## config.mk

```make
export PLATFORM = sky130hd
export DESIGN_NAME = key_snapshot_ctrl
export DESIGN_NICKNAME = d
export VERILOG_FILES = /design/src/rtl/key_snapshot_ctrl.sv
export SDC_FILE = /design/constraint.sdc
export NUM_CORES = 1
export LEC_CHECK = 0
export ABC_AREA = 0
export CAP_MARGIN = 20
export CORE_MARGIN = 2
export CORE_UTILIZATION = 35
export DETAILED_ROUTE_END_ITERATION = 6
export DONT_BUFFER_PORTS = 1
export SYNTH_ARGS = -nofsm -noshare
export SYNTH_HDL_FRONTEND = slang
export SYNTH_SLANG_ARGS = --single-unit
```

## constraint.sdc

```tcl
create_clock -name clk_g_i -period 4.45 [get_ports clk_g_i]
set_clock_uncertainty 0.2 [all_clocks]
set_input_delay 0.6675 -clock clk_g_i [delete_from_list [all_inputs] [get_ports clk_g_i]]
set_output_delay 0.6675 -clock clk_g_i [all_outputs]
set_load 0.005 [all_outputs]
```

## src/rtl/key_snapshot_ctrl.sv

```systemverilog
`default_nettype none
// +----------------------------------------------------------------------------+
// | key_snapshot_ctrl                                                          |
// | Sweeps debounced keys into the key RAM and serves frozen SPI byte reads.   |
// | Rev 1.0                                                                    |
// +----------------------------------------------------------------------------+
module key_snapshot_ctrl #(
    parameter int         NUM_KEYS    = 61,
    parameter logic [8:0] STATUS_ADDR = 9'h1FF
) (
    input  logic                clk_g_i,
    input  logic                rstn_g_i,
    input  logic [NUM_KEYS-1:0] keys_i,
    input  logic                spi_cs_i,
    input  logic                rd_req_i,
    input  logic [8:0]          rd_addr_i,
    output logic                rd_ack_o,
    output logic [7:0]          rd_data_o,
    output logic                ram_we_o,
    output logic [8:0]          ram_addr_o,
    output logic [7:0]          ram_wdata_o,
    input  logic [7:0]          ram_rdata_i,
    output logic                frozen_o
);

    localparam int         GROUPS     = (NUM_KEYS + 7) / 8;
    localparam int         PAD_W      = GROUPS * 8;
    localparam logic [8:0] LAST_GROUP = 9'(GROUPS - 1);
    localparam logic [8:0] NUM_GROUPS = 9'(GROUPS);

    localparam logic [2:0] ST_IDLE    = 3'd0;
    localparam logic [2:0] ST_SWEEP   = 3'd1;
    localparam logic [2:0] ST_FROZEN  = 3'd2;
    localparam logic [2:0] ST_RD_WAIT = 3'd3;
    localparam logic [2:0] ST_RD_DONE = 3'd4;

    logic [2:0]          state_q,     state_d;
    logic [NUM_KEYS-1:0] snap_q,      snap_d;
    logic [NUM_KEYS-1:0] last_snap_q, last_snap_d;
    logic                change_q,    change_d;
    logic [8:0]          g_q,         g_d;
    logic [8:0]          rd_addr_q,   rd_addr_d;
    logic [7:0]          rd_data_q,   rd_data_d;

    logic [PAD_W-1:0]    padded_w;
    logic [7:0]          group_w;
    logic                accept_w;

    generate
        if (PAD_W > NUM_KEYS) begin : g_pad
            assign padded_w = {{(PAD_W - NUM_KEYS){1'b0}}, snap_q};
        end else begin : g_nopad
            assign padded_w = snap_q;
        end
    endgenerate

    always_comb begin
        group_w = 8'h00;
        for (int i = 0; i < GROUPS; i++) begin
            if (g_q == 9'(i)) begin
                group_w = padded_w[i*8 +: 8];
            end
        end
    end

    // Chip-select release wins over a read request pending in the same cycle.
    assign accept_w = (state_q == ST_FROZEN) && !spi_cs_i && rd_req_i;

    always_comb begin
        state_d     = state_q;
        snap_d      = snap_q;
        last_snap_d = last_snap_q;
        change_d    = change_q;
        g_d         = g_q;
        rd_addr_d   = rd_addr_q;
        rd_data_d   = rd_data_q;

        case (state_q)
            ST_IDLE: begin
                if (!spi_cs_i) begin
                    state_d = ST_FROZEN;
                end else begin
                    snap_d      = keys_i;
                    last_snap_d = keys_i;
                    if (keys_i != last_snap_q) begin
                        change_d = 1'b1;
                    end
                    g_d     = 9'd0;
                    state_d = ST_SWEEP;
                end
            end
            ST_SWEEP: begin
                if (g_q == LAST_GROUP) begin
                    state_d = ST_IDLE;
                end else begin
                    g_d = g_q + 9'd1;
                end
            end
            ST_FROZEN: begin
                if (spi_cs_i) begin
                    state_d = ST_IDLE;
                end else if (rd_req_i) begin
                    rd_addr_d = rd_addr_i;
                    state_d   = ST_RD_WAIT;
                end
            end
            ST_RD_WAIT: begin
                if (rd_addr_q < NUM_GROUPS) begin
                    rd_data_d = ram_rdata_i;
                end else if (rd_addr_q == STATUS_ADDR) begin
                    rd_data_d = {7'b0, change_q};
                    change_d  = 1'b0;
                end else begin
                    rd_data_d = 8'h00;
                end
                state_d = ST_RD_DONE;
            end
            ST_RD_DONE: begin
                state_d = ST_FROZEN;
            end
            default: begin
                state_d = ST_IDLE;
            end
        endcase
    end

    always_ff @(posedge clk_g_i or negedge rstn_g_i) begin
        if (!rstn_g_i) begin
            state_q     <= ST_IDLE;
            snap_q      <= '0;
            last_snap_q <= '0;
            change_q    <= 1'b0;
            g_q         <= 9'd0;
            rd_addr_q   <= 9'd0;
            rd_data_q   <= 8'h00;
        end else begin
            state_q     <= state_d;
            snap_q      <= snap_d;
            last_snap_q <= last_snap_d;
            change_q    <= change_d;
            g_q         <= g_d;
            rd_addr_q   <= rd_addr_d;
            rd_data_q   <= rd_data_d;
        end
    end

    // Outputs decode straight from state so an asserted reset zeroes them at once.
    always_comb begin
        ram_we_o    = 1'b0;
        ram_addr_o  = 9'd0;
        ram_wdata_o = 8'h00;
        if (state_q == ST_SWEEP) begin
            ram_we_o    = 1'b1;
            ram_addr_o  = g_q;
            ram_wdata_o = group_w;
        end else if (accept_w) begin
            ram_addr_o  = rd_addr_i;
        end
    end

    assign rd_ack_o  = (state_q == ST_RD_DONE);
    assign rd_data_o = rd_data_q;
    assign frozen_o  = (state_q == ST_FROZEN) || (state_q == ST_RD_WAIT) ||
                       (state_q == ST_RD_DONE);

endmodule
`default_nettype wire

```

## Yosys cells after proc, flatten, opt, wreduce, memory -nomap -nowiden

Cells that the tools add are included.

| word-level totals | value |
|---|---|
| register bits after elaboration | 91 |
| input bits | 82 |
| output and inout port bits | 28 |
| word-level logic and storage cells | 70 |

| operators by class | value |
|---|---|
| add/sub/neg operators | 1 |
| $lt $le $gt $ge | 1 |
| equal/unequal tests | 20 |
| multiplexer cells | 27 |
| bitwise logic cells | 1 |
| reductions and logical operators | 14 |

Operators with widths:

| kind | number |
|---|---|
| two-way mux 8 bit | 10 |
| inequality test 61 bit | 1 |
| == test 9 x 3 -> 1 bit (second input constant) | 4 |
| two-way mux 9 bit | 4 |
| == test 9 x 2 -> 1 bit (second input constant) | 2 |
| case mux 9 bit (2 select lines) | 1 |
| case mux 3 bit (5 select lines) | 1 |
| inequality test 2 bit (second input constant) | 6 |
| adder 9 x 1 -> 9 bit (second input constant) | 1 |
| == test 9 x 1 -> 1 bit (second input constant) | 1 |
| == test 9 bit (second input constant) | 1 |
| logical NOT 9 bit | 1 |
| less-than comparator 9 x 4 -> 1 bit (second input constant) | 1 |
| two-way mux 3 bit | 3 |
| == test 3 x 2 -> 1 bit (second input constant) | 2 |
| two-way mux 1 bit | 6 |
| AND reduction 3 bit | 2 |
| AND reduction 5 bit | 1 |
| AND reduction 2 bit | 2 |
| nonzero test 2 bit | 2 |
| == test 3 x 1 -> 1 bit (second input constant) | 1 |
| == test 3 bit (second input constant) | 1 |
| logical NOT 3 bit | 1 |
| inequality test 3 bit (second input constant) | 1 |
| other kinds (6) | 8 |

## Longest topological paths before layout

Gate-level depths: netlist of run 1.

| depth | value |
|---|---|
| word-level depth | 10 |
| gate-level depth with buffers | 9 |
| gate-level depth less buffers | 7 |

## Least setup slack after synthesis of run 1

No wires, ideal clock.

| timing | value |
|---|---|
| path kind | flip-flop to output port |
| from | register g_q[0] |
| to | output ram_wdata_o[3] |
| arrival time | 1.767 ns |
| data required time | 3.582 ns |
| slack | 1.815 ns |
| stages on the path, launching flop included | 10 |
| buffers on the path | 2 |
| cell sequence | dfrtp_1 > inv_1 > ha_1 > clkbuf_1 > nor2b_1 > clkbuf_1 > nand2_1 > a211oi_1 > o21ai_1 > o2bb2ai_1 |

| between the ends | value |
|---|---|
| word-level cells in the longest chain between the ends | 10 |
| elaborated cells on any way between the ends | 17 |
| those cells by class | eq/ne: 7; mux: 9; reduce/logical: 1 |

RTL lines:

| element | RTL line | text |
|---|---|---|
| start, declared | 41 | `logic [8:0] g_q, g_d;` |
| start signal, assigned | 141 | `g_q <= g_d;` |
| logical NOT 9 bit | 60 | `if (g_q == 9'(i)) begin` |
| two-way mux 8 bit (7 in series) | 60 |  |
| two-way mux 8 bit * | 60 |  |
| two-way mux 8 bit * | 152 | `if (state_q == ST_SWEEP) begin` |
| end, declared | 21 | `output logic [7:0] ram_wdata_o,` |

Every way passes the cells marked *; elsewhere a longest branch is shown, timed or not.

## Worst setup path in the final report of run 1

| timing | value |
|---|---|
| from | register g_q[1] |
| to | output ram_wdata_o[4] |

Same word-level chain as after synthesis.

==> qor.yml, run 1 <==
status: "finished, final reports clean"
placed_cells: 638
routedWlPerCell_um: 20.06
rsz0062_at_grt: "false"
swShare: 0.3700
worst_slew_pin_slew_ns: 0.9799
wl_mm: 13.14
clkPwrFrac: 0.227
finalHoldViolations: 0
port_buffers: 0
ys_seq_area_frac: 0.4485
cts.path.max_buffers: 2
setup_violations: 0
synthTopCellsByArea: "dfrtp_1 (45%), mux2_2 (15%), xnor2_1 (6.7%), xor2_1 (5.0%), nand2_1 (4.1%)"
synth.most_common_cell: "dfrtp_1"
p_sw_mw: 1.521
cts_tree: "built"
cts_buffers: 9
grt_pass1_wl_mm: 20.93
ys_async_sr_fraction: 1.000
cts.htree.levels: 3
fin_setup_tns_ns: 0
drtPass1Iterations: 4
instances_no_fill: 655
yosysUniqueCellTypes: 53
cts_root_buf: "clkbuf_16"
synthCells: 478
ff2ff_path_depth: 5
slew_headroom: 0.3440
syn_avg_cell_area_um2: 10.62
period_needed_ns: 3.515
grt_pass1_vias: 3778
vdd_drop_max_v: 0.0003992
regToRegStartpoint: "g_q[2]"
critPathArrivalTime_ns: 2.65
synth_commonest_cells: "dfrtp_1 (91), mux2_2 (67), nand2_1 (55), xnor2_1 (39), xor2_1 (29)"
grt_max_degree: 92
period_share: 0.7899
die_y_um: 124.4
grt_usage: 0.1719
comb_power_share: 0.369
critPathKind: "reg -> out"
syn-num-nets: 564
ant_nets: 0
antenna_found_initial: 0
power_density_nw_per_um2: 735.7
die_w_um: 124.4
layout-drive-gt1-share: 0.2038
syn-cell-area_um2: 5077
intPower_mw: 2.589
pin_count: 110
yosysWarnings: 0
min_path_type: "in -> async"
clock_latency_ns: 0.34
antennaDiodeCount: 0
place_hpwl_mm: 9.920
via_per_inst: 5.528
synth_edf_count: 0
dieArea_um2: 15490
clk_pin_slew_worst_paths_ns: 0.07
synth_ff_type: "dfrtp_1"
synth_area_leader_cell: "dfrtp_1"
final_util: 0.3888
maxCapViolCount: 0
pwr-share-seq: 0.404
clkSinkCount: 91
drc: 0
leakage_nw: 2.195
crit_required_ns: 3.58
via_count: 3621
drv_slew: 0
initial_utilization: 0.3534
max_freq_ghz: 0.2845
yosys_register_bits: 91
start_kind: "flip-flop"
grt_overflow: 0
end_kind: "output port"
gp_congestion: 0.8445
core-area_um2: 14370
std_cell_rows: 44
num-nets-final: 552
critical_path.startpoint: "g_q[1]"
yosysTopAreaCellShare: 0.4485
worstPathMaxFanout: 25
drt_iter0_drc: 325
area_delta_synth_final_pct: 10.03
==> cells in the final DEF (no fill, tap or decap), types with 3 or more instances in the layout <==
master	instances
dfrtp_1	91
bufinv_16	4
nand2_1	55
xnor2_1	39
nand3b_1	4
a31oi_1	4
ha_1	4
a221o_1	4
and3_1	3
nand3_1	13
nor2_1	11
o211ai_1	6
o21ai_1	9
nand4_1	17
a211oi_1	3
a21oi_1	18
a22o_1	6
inv_1	6
xor2_1	29
o21ai_0	13
clkbuf_16	9
mux2_2	67
nor4_1	10
a2111oi_0	4
nor3_1	6
==> repair_timing <==
action                    4_1_cts  5_1_grt
resized for setup               0        0
setup buffers                   0        0
hold buffers                    1        0
hold endpoints to repair       91        0
==> path summary, 6_finish.rpt <==
check                             endpoint  slack (ns)
min in group clk_g_i       last_snap_q[21]        0.24
max                         ram_wdata_o[4]        0.93
max in group asynchronous     rd_addr_q[3]        3.61
min                           rd_addr_q[6]        0.02
max reg2reg                         g_q[7]        1.87
min reg2reg                   rd_data_o[1]        0.30
==> metal layers <==
| metal | track usage | up-vias | wire length, µm |
|---|---|---|---|
| li1 | - | 1691 | - |
| met1 | 0.2186 | 1794 | 5529 |
| met2 | 0.2838 | 124 | 6352 |
| met3 | 0.06057 | 12 | 1124 |
| met4 | 0.03503 | 0 | 133 |
| met5 | 0 | - | 0 |
==> power by group through the flow <==
stage	combinational (mW)	sequential (mW)	clock [mW]
finish	1.52	1.66	0.931
global route	1.68	1.72	0.981
CTS	1.52	1.67	0.946
detailed placement	1.49	1.68	0
global placement	1.44	1.66	0
floorplan	1.30	1.49	0
==> worst max-delay path, stage by stage (launching register included) <==
cell and delay [ns]:
dfrtp_1 0.38, inv_1 0.11, ha_1 0.47, nor2b_1 0.59
nand2_1 0.12, a211oi_1 0.25, o21ai_1 0.09, o21ai_1 0.30
==> sequential cells by signal (all words and copies together), names as in the netlist <==
name / count
rd_addr_q: 9
g_q: 9
state_q: 3
change_q: 1
last_snap_q: 61
rd_data_o: 8
==> logic make-up after synthesis <==
group           synth area share
flops                     0.4485
compound gates            0.1030
fa+ha+maj               0.009857
simple gates              0.1400
buf+inv                  0.03277
mux                       0.1486
xor+xnor                  0.1173
==> through the flow <==
step / worst slack [ns] / hold WS, ns / area (µm²) / total power, mW
after global placement: 1.472 / 0.1741 / 5194 / 3.101
after floorplan: 1.815 / 0.1719 / 5077 / 2.792
after global routing: 0.6953 / 0.08015 / 5587 / 4.383
after detailed placement: 1.384 / 0.1743 / 5194 / 3.173
final: 0.9349 / 0.01712 / 5587 / 4.110
after CTS: 0.9930 / 0.06564 / 5587 / 4.132
==> layout make-up <==
| type | count | area [µm²] |
|---|---|---|
| clock buffers | 9 | 225.2 |
| inverters | 9 | 36.28 |
| repair buffers | 3 | 42.54 |
| multi-input cells | 352 | 2635 |
| well taps | 184 | 230.2 |
| flip-flops and latches | 91 | 2277 |
| clock inverters | 7 | 140.1 |
| fillers | 1392 | 8782 |
(Power assumes the default switching activity.)
==> inputs of run 2 (changes only) <==
==> constraint.sdc (replaced) <==
create_clock -name clk_g_i -period 3.1 [get_ports clk_g_i]
set_clock_uncertainty 0.2 [all_clocks]
set_input_delay 0.465 -clock clk_g_i [delete_from_list [all_inputs] [get_ports clk_g_i]]
set_output_delay 0.465 -clock clk_g_i [all_outputs]
set_load 0.005 [all_outputs]
==> run 2 against run 1 <==
Net effect:
- global-route usage up 0.18 points
- sequential power up 42%
- routed wire length up 0.32%
- via count down 0.22%
- worst hold slack better by 0.014 ns
- critical path depth down 1
- clock power up 11%
- setup slack worse by 0.79 ns
- critical endpoint unchanged
- largest cell class unchanged
==> qor.yml, run 2 (same netlist as run 1, synthesis figures left out) <==
largest_reg_flops: 61
die_y_um: 124.4
power_mw: 5.677
min_path_type: "in -> reg"
maxCapViolCount: 0
drt_iter0_drc: 266
period_share: 0.9547
grt_usage: 0.1737
status: "finished, final reports clean"
placed_cells: 644
ff2ff_path_depth: 4
clock_latency_ns: 0.35
die_w_um: 124.4
largest_registers: "last_snap_q x61, g_q x9, rd_addr_q x9"
cp_cell_sequence: "or3b_4 > inv_4 > nand3_1 > a211oi_1 > o21ai_1 > o21ai_1"
via_per_inst: 5.458
grt_overflow: 0
num-nets-final: 559
cts_tree: "built"
max_stage_delay_ns: 0.47
clkSinkCount: 91
std_cell_rows: 44
leakage_nw: 2.190
period_needed_ns: 2.960
postCtsSetupRepairBufs: 0
rsz0062_at_grt: "true"
routedWlPerCell_um: 19.91
place_hpwl_mm: 9.900
multi_input_area_um2: 2650
initial_utilization: 0.3534
instances_no_fill: 662
final_cell_area_um2: 5585
pin_count: 110
drv_slew: 0
antennaDiodeCount: 0
globalRouteMet3Util: 0.06744
ant_nets: 0
finalHoldViolations: 0
cp_top_family: "simple AND/OR/NAND/NOR gates"
start_kind: "flip-flop"
clk_pin_slew_worst_paths_ns: 0.07
regMostFlops: "last_snap_q"
drc: 0
grt_util_met1: 0.2196
fillers: 1413
hold_end: "last_snap_q[22]"
worst_r2r_endpoint: "rd_addr_q[5]"
vdd_drop_max_v: 0.0004186
drtPass1Iterations: 4
end_kind: "output port"
via_count: 3613
worst_slew_pin_slew_ns: 0.7767
placedInstanceArea_um2: 5251
layout_commonest_cell: "dfrtp_1"
antenna_found_initial: 0
critPathKind: "reg -> out"
max_freq_ghz: 0.3379
area_delta_synth_final_pct: 10.00
layout_common_cells: "dfrtp_1 (90), mux2_2 (67), nand2_1 (55)"
worst_slack_ns: 0.1404
critical_path.startpoint: "state_q[2]"
grt_max_degree: 92
hp-start: "keys_i[22]"
power_density_nw_per_um2: 1016
fin_setup_tns_ns: 0
crit_required_ns: 2.43
min_path_cells: 2
core-area_um2: 14370
grt_pass1_wl_mm: 21.06
busiest_layer: "met2"
wl_mm: 13.18
pre_cts_slack_ns: 0.2914
critPathArrivalTime_ns: 2.29
rrSetupSlack_ns: 0.75
cts_buffers: 9
slew_headroom: 0.4800
cts_root_buf: "clkbuf_16"
seqCellArea_um2: 2278
cts.path.max_buffers: 2
crit_slowest_cell: "dfrtp_1"
regToRegStartpoint: "state_q[2]"
grt_pass1_vias: 3722
gp_congestion: 0.8155
worstPathMaxFanout: 10
layout-drive-gt1-share: 0.2259
use_met2: 0.2787
port_buffers: 0
critical_path.most_common_cell: "o21ai_1"
setup_violations: 0
worst-path-buf-inv: 1
dieArea_um2: 15490
cts.htree.levels: 3
==> run 2: cell count changes in the layout (fill, tap and decap cells not counted), moves of 2 or more <==
cell	before	now
buf_4	2	7
bufinv_16	4	0
ha_1	4	2
ha_2	0	2
==> run 2: layout make-up <==
cell class              count  share of cell area
flip-flops and latches     91              0.4079
repair buffers             10             0.01971
well taps                 184             0.04122
clock inverters             6            0.007392
multi-input cells         352              0.4745
inverters                   9            0.006496
clock buffers              10             0.04279
==> run 2: worst reg2reg max path, stage by stage (launching register included) <==
cell and delay [ns]:
dfrtp_1 0.47, nand2b_1 0.23, nor4b_4 0.72, buf_4 0.27, mux2_2 0.34
==> run 2: what timing repair did <==
action                     4_1_cts  5_1_grt
gates resized for setup          2        5
pin swaps                        0        0
setup endpoints to repair        6        8
hold buffers                     2        0
hold endpoints to repair        91        0
==> run 2: worst max-delay path by stage <==
stage / depth (start not counted) / to
2_1_floorplan: 9 / ram_wdata_o[3]
3_3_place_gp: 7 / ram_wdata_o[4]
3_5_place_dp: 7 / ram_wdata_o[4]
4_1_cts: 5 / ram_wdata_o[0]
5_1_grt: 6 / ram_wdata_o[2]
6_report: 6 / ram_wdata_o[4]
==> run 2: through the flow <==
stage                     hold slack [ns]  utilization
final                             0.03107       0.3887
after global routing              0.03801       0.3887
after CTS                         0.02063       0.3879
after detailed placement         -0.02744       0.3655
after global placement           -0.02822       0.3655
after floorplan                  -0.03059            -
==> run 2: routing by layer <==
layer	wire, µm	vias to the layer above
met5	0	-
met4	123	0
met3	1136	8
met2	6238	123
met1	5681	1781
li1	-	1701
==> run 2: power breakdown <==
group	switching [mW]	total, mW	internal [mW]
clock	0.469	1.03	0.564
sequential	0.617	2.36	1.75
combinational	1.12	2.28	1.16
total	2.21	5.68	3.47
